$ cat config.mk
export PLATFORM = sky130hd
export DESIGN_NAME = alu_wide_seq
export DESIGN_NICKNAME = d
export VERILOG_FILES = /design/src/rtl/alu_wide_seq.sv
export SDC_FILE = /design/constraint.sdc
export NUM_CORES = 1
export LEC_CHECK = 0
export ABC_AREA = 1
export CORE_MARGIN = 2
export CORE_UTILIZATION = 45
export CTS_BUF_LIST = sky130_fd_sc_hd__clkbuf_4 sky130_fd_sc_hd__clkbuf_8
export CTS_CLUSTER_DIAMETER = 30
export CTS_CLUSTER_SIZE = 25
export DETAILED_ROUTE_END_ITERATION = 12
export HOLD_SLACK_MARGIN = 0.08
export PLACE_DENSITY_LB_ADDON = 0.1
export SYNTH_ARGS = -nofsm -noshare
export SYNTH_HDL_FRONTEND = slang
export SYNTH_SLANG_ARGS = --single-unit
$ cat constraint.sdc
create_clock -name CLK -period 3.2 [get_ports CLK]
set_input_delay 0.64 -clock CLK [delete_from_list [all_inputs] [get_ports CLK]]
set_output_delay 0.64 -clock CLK [all_outputs]
set_load 0.005 [all_outputs]
$ cat src/rtl/alu_wide_seq.sv
// alu_wide_seq: two-pass 16-bit arithmetic sequencer (ADD HL,rr / ADD SP,e / INC rr / DEC rr).
// The low byte is added in one pass and the high byte in the next, with the carry chained between them.
// The 16-bit result and the flags are presented for one cycle in DONE.
// Ports:
//   CLK        clock, rising edge
//   nRESET     asynchronous active-low reset
//   start      request, accepted only in IDLE when abort is low
//   op         00 ADD16, 01 ADDSPE, 10 INC16, 11 DEC16 (sampled with start)
//   opa, opb   operands (opb[7:0] = e for ADDSPE; opb ignored for INC16/DEC16)
//   abort      synchronous cancel; returns to IDLE with no done
//   busy       high in LOW, HIGH and DONE
//   done       one-cycle completion pulse
//   result     last completed 16-bit result, held between operations
//   flags_out  {Z,N,H,C} values, non-zero only in DONE
//   flags_we   {Z,N,H,C} write enables, non-zero only in DONE
module alu_wide_seq #(
  parameter int unsigned BYTE_W = 8
) (
  input  logic                  CLK,
  input  logic                  nRESET,
  input  logic                  start,
  input  logic [1:0]            op,
  input  logic [2*BYTE_W-1:0]   opa,
  input  logic [2*BYTE_W-1:0]   opb,
  input  logic                  abort,
  output logic                  busy,
  output logic                  done,
  output logic [2*BYTE_W-1:0]   result,
  output logic [3:0]            flags_out,
  output logic [3:0]            flags_we
);

  localparam int unsigned W   = 2 * BYTE_W;
  localparam int unsigned NIB = BYTE_W / 2;

  typedef enum logic [1:0] {IDLE, LOW, HIGH, DONE} state_t;
  typedef enum logic [1:0] {OP_ADD16, OP_ADDSPE, OP_INC16, OP_DEC16} op_t;

  state_t              state;
  op_t                 op_q;
  logic [W-1:0]        a_q;
  logic [W-1:0]        b_q;
  logic                cin0;
  logic                c4, c8, c12, c16;
  logic [BYTE_W-1:0]   work_lo;

  logic [BYTE_W:0]     lo_sum;
  logic [BYTE_W:0]     hi_sum;
  logic                lo_nib_c;
  logic                hi_nib_c;

  always_comb begin
    lo_sum = {1'b0, a_q[BYTE_W-1:0]} + {1'b0, b_q[BYTE_W-1:0]} + {{BYTE_W{1'b0}}, cin0};
    hi_sum = {1'b0, a_q[W-1:BYTE_W]} + {1'b0, b_q[W-1:BYTE_W]} + {{BYTE_W{1'b0}}, c8};
    // Carry into the middle bit of a pass, recovered from sum ^ a ^ b at that bit.
    lo_nib_c = lo_sum[NIB] ^ a_q[NIB] ^ b_q[NIB];
    hi_nib_c = hi_sum[NIB] ^ a_q[BYTE_W+NIB] ^ b_q[BYTE_W+NIB];
  end

  always_ff @(posedge CLK or negedge nRESET) begin
    if (!nRESET) begin
      state   <= IDLE;
      op_q    <= OP_ADD16;
      a_q     <= '0;
      b_q     <= '0;
      cin0    <= 1'b0;
      c4      <= 1'b0;
      c8      <= 1'b0;
      c12     <= 1'b0;
      c16     <= 1'b0;
      work_lo <= '0;
      result  <= '0;
    end else if (abort) begin
      state <= IDLE;
    end else begin
      unique case (state)
        IDLE: begin
          if (start) begin
            op_q  <= op_t'(op);
            a_q   <= opa;
            state <= LOW;
            unique case (op_t'(op))
              OP_ADD16:  begin b_q <= opb; cin0 <= 1'b0; end
              OP_ADDSPE: begin b_q <= {{BYTE_W{opb[BYTE_W-1]}}, opb[BYTE_W-1:0]}; cin0 <= 1'b0; end
              OP_INC16:  begin b_q <= '0; cin0 <= 1'b1; end
              OP_DEC16:  begin b_q <= '1; cin0 <= 1'b0; end
            endcase
          end
        end
        LOW: begin
          work_lo <= lo_sum[BYTE_W-1:0];
          c8      <= lo_sum[BYTE_W];
          c4      <= lo_nib_c;
          state   <= HIGH;
        end
        HIGH: begin
          c16    <= hi_sum[BYTE_W];
          c12    <= hi_nib_c;
          // Result commits only here, so an abort in LOW/HIGH leaves the previous value intact.
          result <= {hi_sum[BYTE_W-1:0], work_lo};
          state  <= DONE;
        end
        DONE: state <= IDLE;
      endcase
    end
  end

  assign busy = (state != IDLE);
  assign done = (state == DONE);

  always_comb begin
    flags_out = '0;
    flags_we  = '0;
    if (state == DONE) begin
      unique case (op_q)
        OP_ADD16: begin
          flags_out = {1'b0, 1'b0, c12, c16};
          flags_we  = 4'b0111;
        end
        OP_ADDSPE: begin
          flags_out = {1'b0, 1'b0, c4, c8};
          flags_we  = 4'b1111;
        end
        default: begin
          flags_out = '0;
          flags_we  = '0;
        end
      endcase
    end
  end

endmodule
Yosys cells after proc, flatten, opt, wreduce, memory -nomap -nowiden:

Index checks and enable logic that the tools add are counted.

* muxes and demuxes: 9
* bitwise logic cells: 5
* $add $sub $neg: 4
* equal/unequal tests: 8
* reductions and logical operators: 8

Operators by type and width (number)
* one-hot mux 16 bit (4 select lines): 1
* adder 8 x 8 -> 9 bit: 2
* adder 9 x 1 -> 9 bit: 2
* == test 2 bit, second input constant: 4
* 2-to-1 mux 4 bit: 2
* one-hot mux 2 bit (4 select lines): 1
* one-hot mux 4 bit (2 select lines): 1
* == test 2 x 1 -> 1 bit, second input constant: 3
* logical NOT 2 bit: 3
* 2-to-1 mux 2 bit: 2
* one-hot mux 2 bit (2 select lines): 1
* AND reduction 2 bit: 2
* bitwise XOR 1 bit: 4
* inequality test 3 bit, second input constant: 1
* AND reduction 3 bit: 1
* OR reduction 3 bit: 1
* one-hot mux 1 bit (2 select lines): 1
* nonzero test 2 bit: 1
* NOT 1 bit: 1

* register bits after elaboration: 65
* output and inout port bits: 26
* word-level logic and storage cells: 45

Longest topological paths before layout:

Gate-level depths: netlist of the first run.

* depth in word-level cells: 4
* depth in mapped cells: 9
* depth with buffers taken out: 9

Least setup slack after synthesis of the first run:

No wires, ideal clock.

* path type: register -> register
* start point: reg a_q[8]
* end point: reg c12
* buffers on the path: 0
* period minus slack after synthesis: 1.785 ns
* path slack: 1.415 ns
* stages on the path, launching flop included: 9
* arrival: 1.668 ns
* path through: dfrtp_1 -> fa_1 -> fa_1 -> nand2_1 -> nand2_1 -> nand3_1 -> nand3b_1 -> nand3_1 -> nand2_1

* longest elaborated chain between the ends: 4

RTL lines
* from (decl): line 41 `logic [W-1:0] a_q;`
* from (signal assigned): line 80 `a_q <= opa;`
* adder 8 x 8 -> 9 bit: line 54 `hi_sum = {1'b0, a_q[W-1:BYTE_W]} + {1'b0, b_q[W-1:BYTE_W]} + {{BYTE_W{1'b0}}, c8};`
* adder 9 x 1 -> 9 bit: line 54
* bitwise XOR 1 bit (2 in series): line 57 `hi_nib_c = hi_sum[NIB] ^ a_q[BYTE_W+NIB] ^ b_q[BYTE_W+NIB];`
* to (signal assigned): line 98 `c12 <= hi_nib_c;`
* to (decl): line 44 `logic c4, c8, c12, c16;`

No other way between the ends.
A chain may end at the register's enable or synchronous reset.

Worst setup path after layout of the first run:

* start point: reg state[0]
* end point: out flags_out[0]

* longest elaborated chain between the ends: 2

RTL lines
* from (decl): line 39 `state_t state;`
* from (signal assigned): line 62 `state <= IDLE;`
* from (signal assigned): line 74 `state <= IDLE;`
* from (signal assigned): line 81 `state <= LOW;`
* == test 2 bit: line 114 `if (state == DONE) begin`
* 2-to-1 mux 4 bit: line 114
* to (decl): line 29 `output logic [3:0] flags_out,`

No other way between the ends.

==> results of run 1 <==
[layout by cell type (no fill, tap or decap), drive strengths merged, types with 4 or more instances in the layout]
cell type,instances
o21a,8
clkbuf,13
dfrtp,65
nand3,47
o21ai,16
nand3b,4
inv,42
a2bb2oi,8
ha,18
a21oi,11
nor2,17
fa,4
nand2,159
clkdlybuf4s50,60
[Yosys cell counts]
master | instances | share of area, %
nand2_1 | 157 | 16
dfrtp_1 | 65 | 45
nand3_1 | 46 | 6.4
inv_1 | 36 | 3.8
ha_1 | 18 | 6.3
nor2_1 | 17 | 1.8
a21oi_1 | 10 | 1.4
o21ai_0 | 10 | 1.4
buf_4 | 9 | 1.9
a2bb2oi_2 | 8 | 3.4
o21a_1 | 8 | 1.7
buf_6 | 5 | 1.6
inv_2 | 5 | 0.52
o21ai_1 | 5 | 0.70
fa_1 | 4 | 2.2
nand3b_1 | 4 | 0.84
a211oi_1 | 2 | 0.42
buf_2 | 2 | 0.28
nand2_2 | 2 | 0.35
nand4_1 | 2 | 0.35
o22ai_1 | 2 | 0.35
or2_1 | 2 | 0.35
a21oi_4 | 1 | 0.45
a31oi_1 | 1 | 0.17
conb_1 | 1 | 0.10
inv_4 | 1 | 0.17
nand3_4 | 1 | 0.49
nor3_1 | 1 | 0.14
o21ai_2 | 1 | 0.24
xnor2_1 | 1 | 0.24
xor2_1 | 1 | 0.24
[per-layer routing]
layer	up-vias	share of wire [%]
met4	0	1.2
met1	1342	52
met2	74	42
met5	-	0
met3	6	4.3
li1	1496	-
[power breakdown]
group	total (mW)	leakage (nW)	switching [mW]	internal, mW
Combinational	1.89	1.28	1.01	0.877
Clock	0.783	0.115	0.310	0.473
Sequential	1.41	0.786	0.239	1.17
[cell type report]
| type | instances | area, sq um |
|---|---|---|
| multi-input combinational | 306 | 1668 |
| clock inverter | 3 | 65.06 |
| sequential | 65 | 1627 |
| fill | 721 | 3306 |
| timing repair buffer | 63 | 620.6 |
| tap | 102 | 127.6 |
| clock buffer | 13 | 153.9 |
| inverter | 42 | 160.2 |
[worst min path at each step]
stage                           from   endpoint  slack [ns]  depth (start not counted)
final                         nRESET   state[0]        0.24                          1
after CTS                     nRESET   state[0]        0.24                          1
after global routing          nRESET   state[0]        0.27                          1
after global placement    work_lo[7]  result[7]        0.46                          2
after floorplan               nRESET     a_q[0]        0.34                          0
after detailed placement  work_lo[5]  result[5]        0.46                          2
[cell families (layout without fill, tap and decap cells)]
logic type / count (synthesis) / after routing
AND/OR/NAND/NOR: 232 / 232
flip-flops: 65 / 65
XOR/XNOR: 2 / 2
AO/OA/AOI/OAI: 48 / 48
buffers and inverters: 58 / 121
other: 1 / 2
adder cells (fa/ha/maj): 22 / 22
[flip-flops by register name, indices dropped and copies added (netlist names), 2 cells and up]
| name | flops |
|---|---|
| state | 2 |
| result | 16 |
| b_q | 16 |
| work_lo | 8 |
| a_q | 16 |
| op_q | 2 |
[per-stage QoR]
step / hold slack, ns / cells / area (sq um) / utilization (%) / total power, mW
floorplan: 0.3444 / 429 / 3588 / - / 2.735
global placement: 0.4596 / 578 / 4203 / 54.39 / 3.256
detailed placement: 0.4641 / 578 / 4203 / 54.39 / 3.307
CTS: 0.2443 / 594 / 4422 / 57.22 / 4.097
global route: 0.2660 / 594 / 4422 / 57.22 / 4.467
finish: 0.2394 / 594 / 4422 / 57.22 / 4.080
==> flow_metrics.env, run 1 <==
export IMPL_avgSynthCellArea_sq_um=8.375
export IMPL_antenna_found_initial=0
export IMPL_cts_clk_slew_worst_paths_ns=0.07
export IMPL_cts_max_level=3
export IMPL_ys_types=31
export IMPL_gp_congestion=0.9057
export IMPL_postCtsHoldBufs=0
export IMPL_grt_pass1_wl_mm=12.70
export IMPL_cts_resized=0
export IMPL_core_area_sq_um=7727
export IMPL_min_path_type="primary input to async pin"
export IMPL_synth_top_family_by_area="simple AND/OR/NAND/NOR gates"
export IMPL_finalClockSkew_ns=0.007509
export IMPL_timing_rr_start="a_q[0]"
export IMPL_critPathTopFamily="buffers and inverters"
export IMPL_ys_seq_area_share_pct=45.38
export IMPL_yosys_area_share_adder_pct=8.517
export IMPL_critPathLaunchType="flip-flop"
export IMPL_cp_cell_sequence="ha_1, nand2_1, nor3_1, clkdlybuf4s50_1"
export IMPL_drt_initial_drc_count=118
export IMPL_reg2reg_depth=8
export IMPL_synth_area_sq_um=3585
export IMPL_leakagePower_nw=2.179
export IMPL_synthXorXnorAreaFrac_pct=0.4887
export IMPL_cts_setup_buffers=0
export IMPL_syn_to_final_growth_pct=23.35
export IMPL_timing_final_ws_setup_ns=0.6769
export IMPL_drive_gt1_share_pct=7.724
export IMPL_critPathKind="flip-flop to output port"
export IMPL_cp_required_ns=2.56
export IMPL_postRouteAntennaNets=0
export IMPL_clk_latency_ns=0.35
export IMPL_gr_usage_met3_pct=3.465
export IMPL_final_nets=547
export IMPL_path_buf_inv=1
export IMPL_synth_seq_cells=65
export IMPL_slew_violations=0
export IMPL_power_density_nw_per_um2=922.7
export IMPL_place_ws_ns=0.8739
export IMPL_hold_violations=0
export IMPL_cp_slowest_cell="clkdlybuf4s50_1"
export IMPL_endpoint="flags_out[0]"
export IMPL_grt_pass1_vias=2674
export IMPL_reg2reg_to="c4"
export IMPL_crit_fanout=4
export IMPL_synth_cells=428
export IMPL_tns_ns=0
export IMPL_grt_util_all_layers_pct=18.85
export IMPL_start_util_pct=46.39
export IMPL_worstSetupEndpointType="output port"
export IMPL_grt_max_degree=43
export IMPL_synth_compound_area_share_pct=10.16
export IMPL_cp_num_cells=4
export IMPL_cts_tree="built"
export IMPL_cp_startpoint="state[0]"
export IMPL_die_h_um=93.25
export IMPL_design_die_area_sq_um=8696
export IMPL_antenna_cells=0
export IMPL_ys_warnings_count=0
export IMPL_rsz0062_at_grt="no"
export IMPL_gr_total_overflow=0
export IMPL_hpwl_mm=5.560
export IMPL_synth_simple_area_share_pct=27.16
export IMPL_cp_slowest_stage_delay_ns=0.55
export IMPL_wl_per_cell_um=12.62
export IMPL_grt_use_met1_pct=28.34
export IMPL_peakVddDrop_v=0.0003939
export IMPL_clockBufferDepth=2
export IMPL_port_buffers=61
export IMPL_cp_arrival_ns=1.88
export IMPL_timing_fmax_ghz=0.3963
export IMPL_vias=2918
export IMPL_drc=0
export IMPL_clk_root_buffer_cell="clkbuf_8"
export IMPL_synthMuxAreaShare_pct=0
export IMPL_rrSetupSlack_ns=1.23
export IMPL_io_pins=64
export IMPL_grt_busiest_layer="met1"
export IMPL_cts_buffers=9
export IMPL_outcome="completed"
export IMPL_maxCapViolations=0
export IMPL_viasPerCell=4.912
export IMPL_finalCritPeriodShare_pct=78.85
export IMPL_setup_viol=0
export IMPL_num_rows=32
export IMPL_fin_crit_ns=2.523
export IMPL_clkSinkCount=65
export IMPL_met2_usage_pct=26.68
export IMPL_drt_pass1_iterations=4
export IMPL_wl_mm=7.495
export IMPL_dieWidth_um=93.25
(Power assumes the default switching activity.)
==> inputs of run 2 (changes only) <==
==> constraint.sdc (replaced) <==
create_clock -name CLK -period 2.5 [get_ports CLK]
set_input_delay 0.5 -clock CLK [delete_from_list [all_inputs] [get_ports CLK]]
set_output_delay 0.5 -clock CLK [all_outputs]
set_load 0.005 [all_outputs]
==> run 2 against run 1 <==
  * Combinational power is 28% higher
  * Register-to-register slack worse by 0.66 ns
  * Clock skew hardly changed
  * Largest cell class unchanged
  * Sequential power is 28% higher
  * First-iteration DRC count is 12% higher
  * Final cell count is 0.34% higher
  * Clock power is 18% higher
==> flow_metrics.env, run 2 (synthesis gave the netlist of run 1 again) <==
export IMPL_grt_max_degree=66
export IMPL_cp_required_ns=2.00
export IMPL_cp_slowest_stage_delay_ns=0.54
export IMPL_cp_arrival_ns=1.87
export IMPL_num_rows=32
export IMPL_antenna_cells=0
export IMPL_top_regs="a_q: 16 flops, b_q: 16 flops, result: 16 flops"
export IMPL_leakagePower_nw=2.184
export IMPL_vias=2903
export IMPL_clkSinkCount=65
export IMPL_grt_util_all_layers_pct=18.87
export IMPL_cts_tree="built"
export IMPL_cts_buffers=9
export IMPL_core_area_sq_um=7727
export IMPL_finalClockSkew_ns=0.007931
export IMPL_drt_initial_drc_count=132
export IMPL_viasPerCell=4.871
export IMPL_final_nets=549
export IMPL_clockBufferDepth=2
export IMPL_timing_fmax_ghz=0.4213
export IMPL_slew_violations=0
export IMPL_clk_latency_ns=0.35
export IMPL_clk_root_buffer_cell="clkbuf_8"
export IMPL_finalCritPeriodShare_pct=94.95
export IMPL_setup_viol=0
export IMPL_grt_pass1_wl_mm=12.86
export IMPL_gp_congestion=0.8379
export IMPL_final_common_cell="nand2_1"
export IMPL_grt_pass1_vias=2769
export IMPL_cp_cell_sequence="ha_1, nand2_1, nor3_1, clkdlybuf4s50_1"
export IMPL_postCtsHoldBufs=0
export IMPL_antenna_found_initial=0
export IMPL_wl_mm=7.303
export IMPL_hold_violations=0
export IMPL_rsz0062_at_grt="no"
export IMPL_cp_slowest_cell="clkdlybuf4s50_1"
export IMPL_drt_pass1_iterations=4
export IMPL_maxCapViolations=0
export IMPL_tns_ns=0
export IMPL_power_density_nw_per_um2=1159
export IMPL_fin_crit_ns=2.374
export IMPL_whs_ns=0.1482
export IMPL_syn_to_final_growth_pct=23.87
export IMPL_postRouteAntennaNets=0
export IMPL_cts_clk_slew_worst_paths_ns=0.07
export IMPL_mostFrequentLayoutCells="nand2_1, dfrtp_1, clkdlybuf4s50_1, nand3_1, inv_1"
export IMPL_critPathLaunchType="flip-flop"
export IMPL_gr_total_overflow=0
export IMPL_drc=0
export IMPL_outcome="completed"
export IMPL_port_buffers=61
export IMPL_crit_fanout=4
export IMPL_peakVddDrop_v=0.0003955
export IMPL_cts_setup_buffers=0
export IMPL_critPathKind="flip-flop to output port"
export IMPL_wl_per_cell_um=12.25
export IMPL_design_die_area_sq_um=8696
export IMPL_cts_max_level=3
export IMPL_die_h_um=93.25
export IMPL_drive_gt1_share_pct=8.097
export IMPL_io_pins=64
export IMPL_cts_resized=0
export IMPL_hpwl_mm=5.540
export IMPL_min_path_type="primary input to async pin"
export IMPL_worstSetupEndpointType="output port"
export IMPL_start_util_pct=46.39
export IMPL_dieWidth_um=93.25
==> run 2: final timing paths <==
check | start | endpoint | slack, ns | cells after the start
min in group CLK | result[13] | result[13] | 0.48 | 2
hold reg to reg | result[13] | result[13] | 0.48 | 2
setup reg to reg | a_q[0] | c4 | 0.57 | 8
hold / removal | nRESET | b_q[15] | 0.15 | 2
setup / recovery | state[0] | flags_out[0] | 0.13 | 4
max in group asynchronous | nRESET | result[15] | 2.06 | 2
==> run 2: critical path: cells and delay by family (launching register included) <==
family | cells | cell delay (ns)
buffers and inverters | 1 | 0.54
adders and majority gates | 1 | 0.19
DFF | 1 | 0.38
and+or+nand+nor | 2 | 0.43
==> run 2: metal layers <==
layer	share of wire (%)	track usage [%]
met2	43	27.88
met5	0	0
met4	1.1	8.456
met3	4.4	3.707
met1	52	26.86
==> run 2: through the flow <==
step / setup slack [ns] / util [%] / std cells / power [mW] / instance area [sq um]
after detailed placement: 0.4680 / 54.74 / 580 / 4.240 / 4230
after CTS: 0.1341 / 57.46 / 596 / 5.186 / 4441
after floorplan: 0.7150 / - / 429 / 3.501 / 3588
after global routing: 0.04855 / 57.46 / 596 / 5.691 / 4441
final: 0.1263 / 57.46 / 596 / 5.147 / 4441
after global placement: 0.5130 / 54.74 / 580 / 4.193 / 4230
==> run 2: layout make-up <==
type	count	area (sq um)
timing repair buffer	65	648.1
clock inverter	4	51.30
clock buffer	12	158.9
inverter	42	160.2
multi-input combinational	306	1668
fill	723	3287
tap	102	127.6
sequential	65	1627
==> run 2: where the power goes <==
group	total, mW	switching (mW)	leakage, nW	internal (mW)
registers	1.81	0.314	0.786	1.49
logic	2.42	1.29	1.29	1.13
clock network	0.922	0.396	0.106	0.526
total	5.15	2.00	2.18	3.15
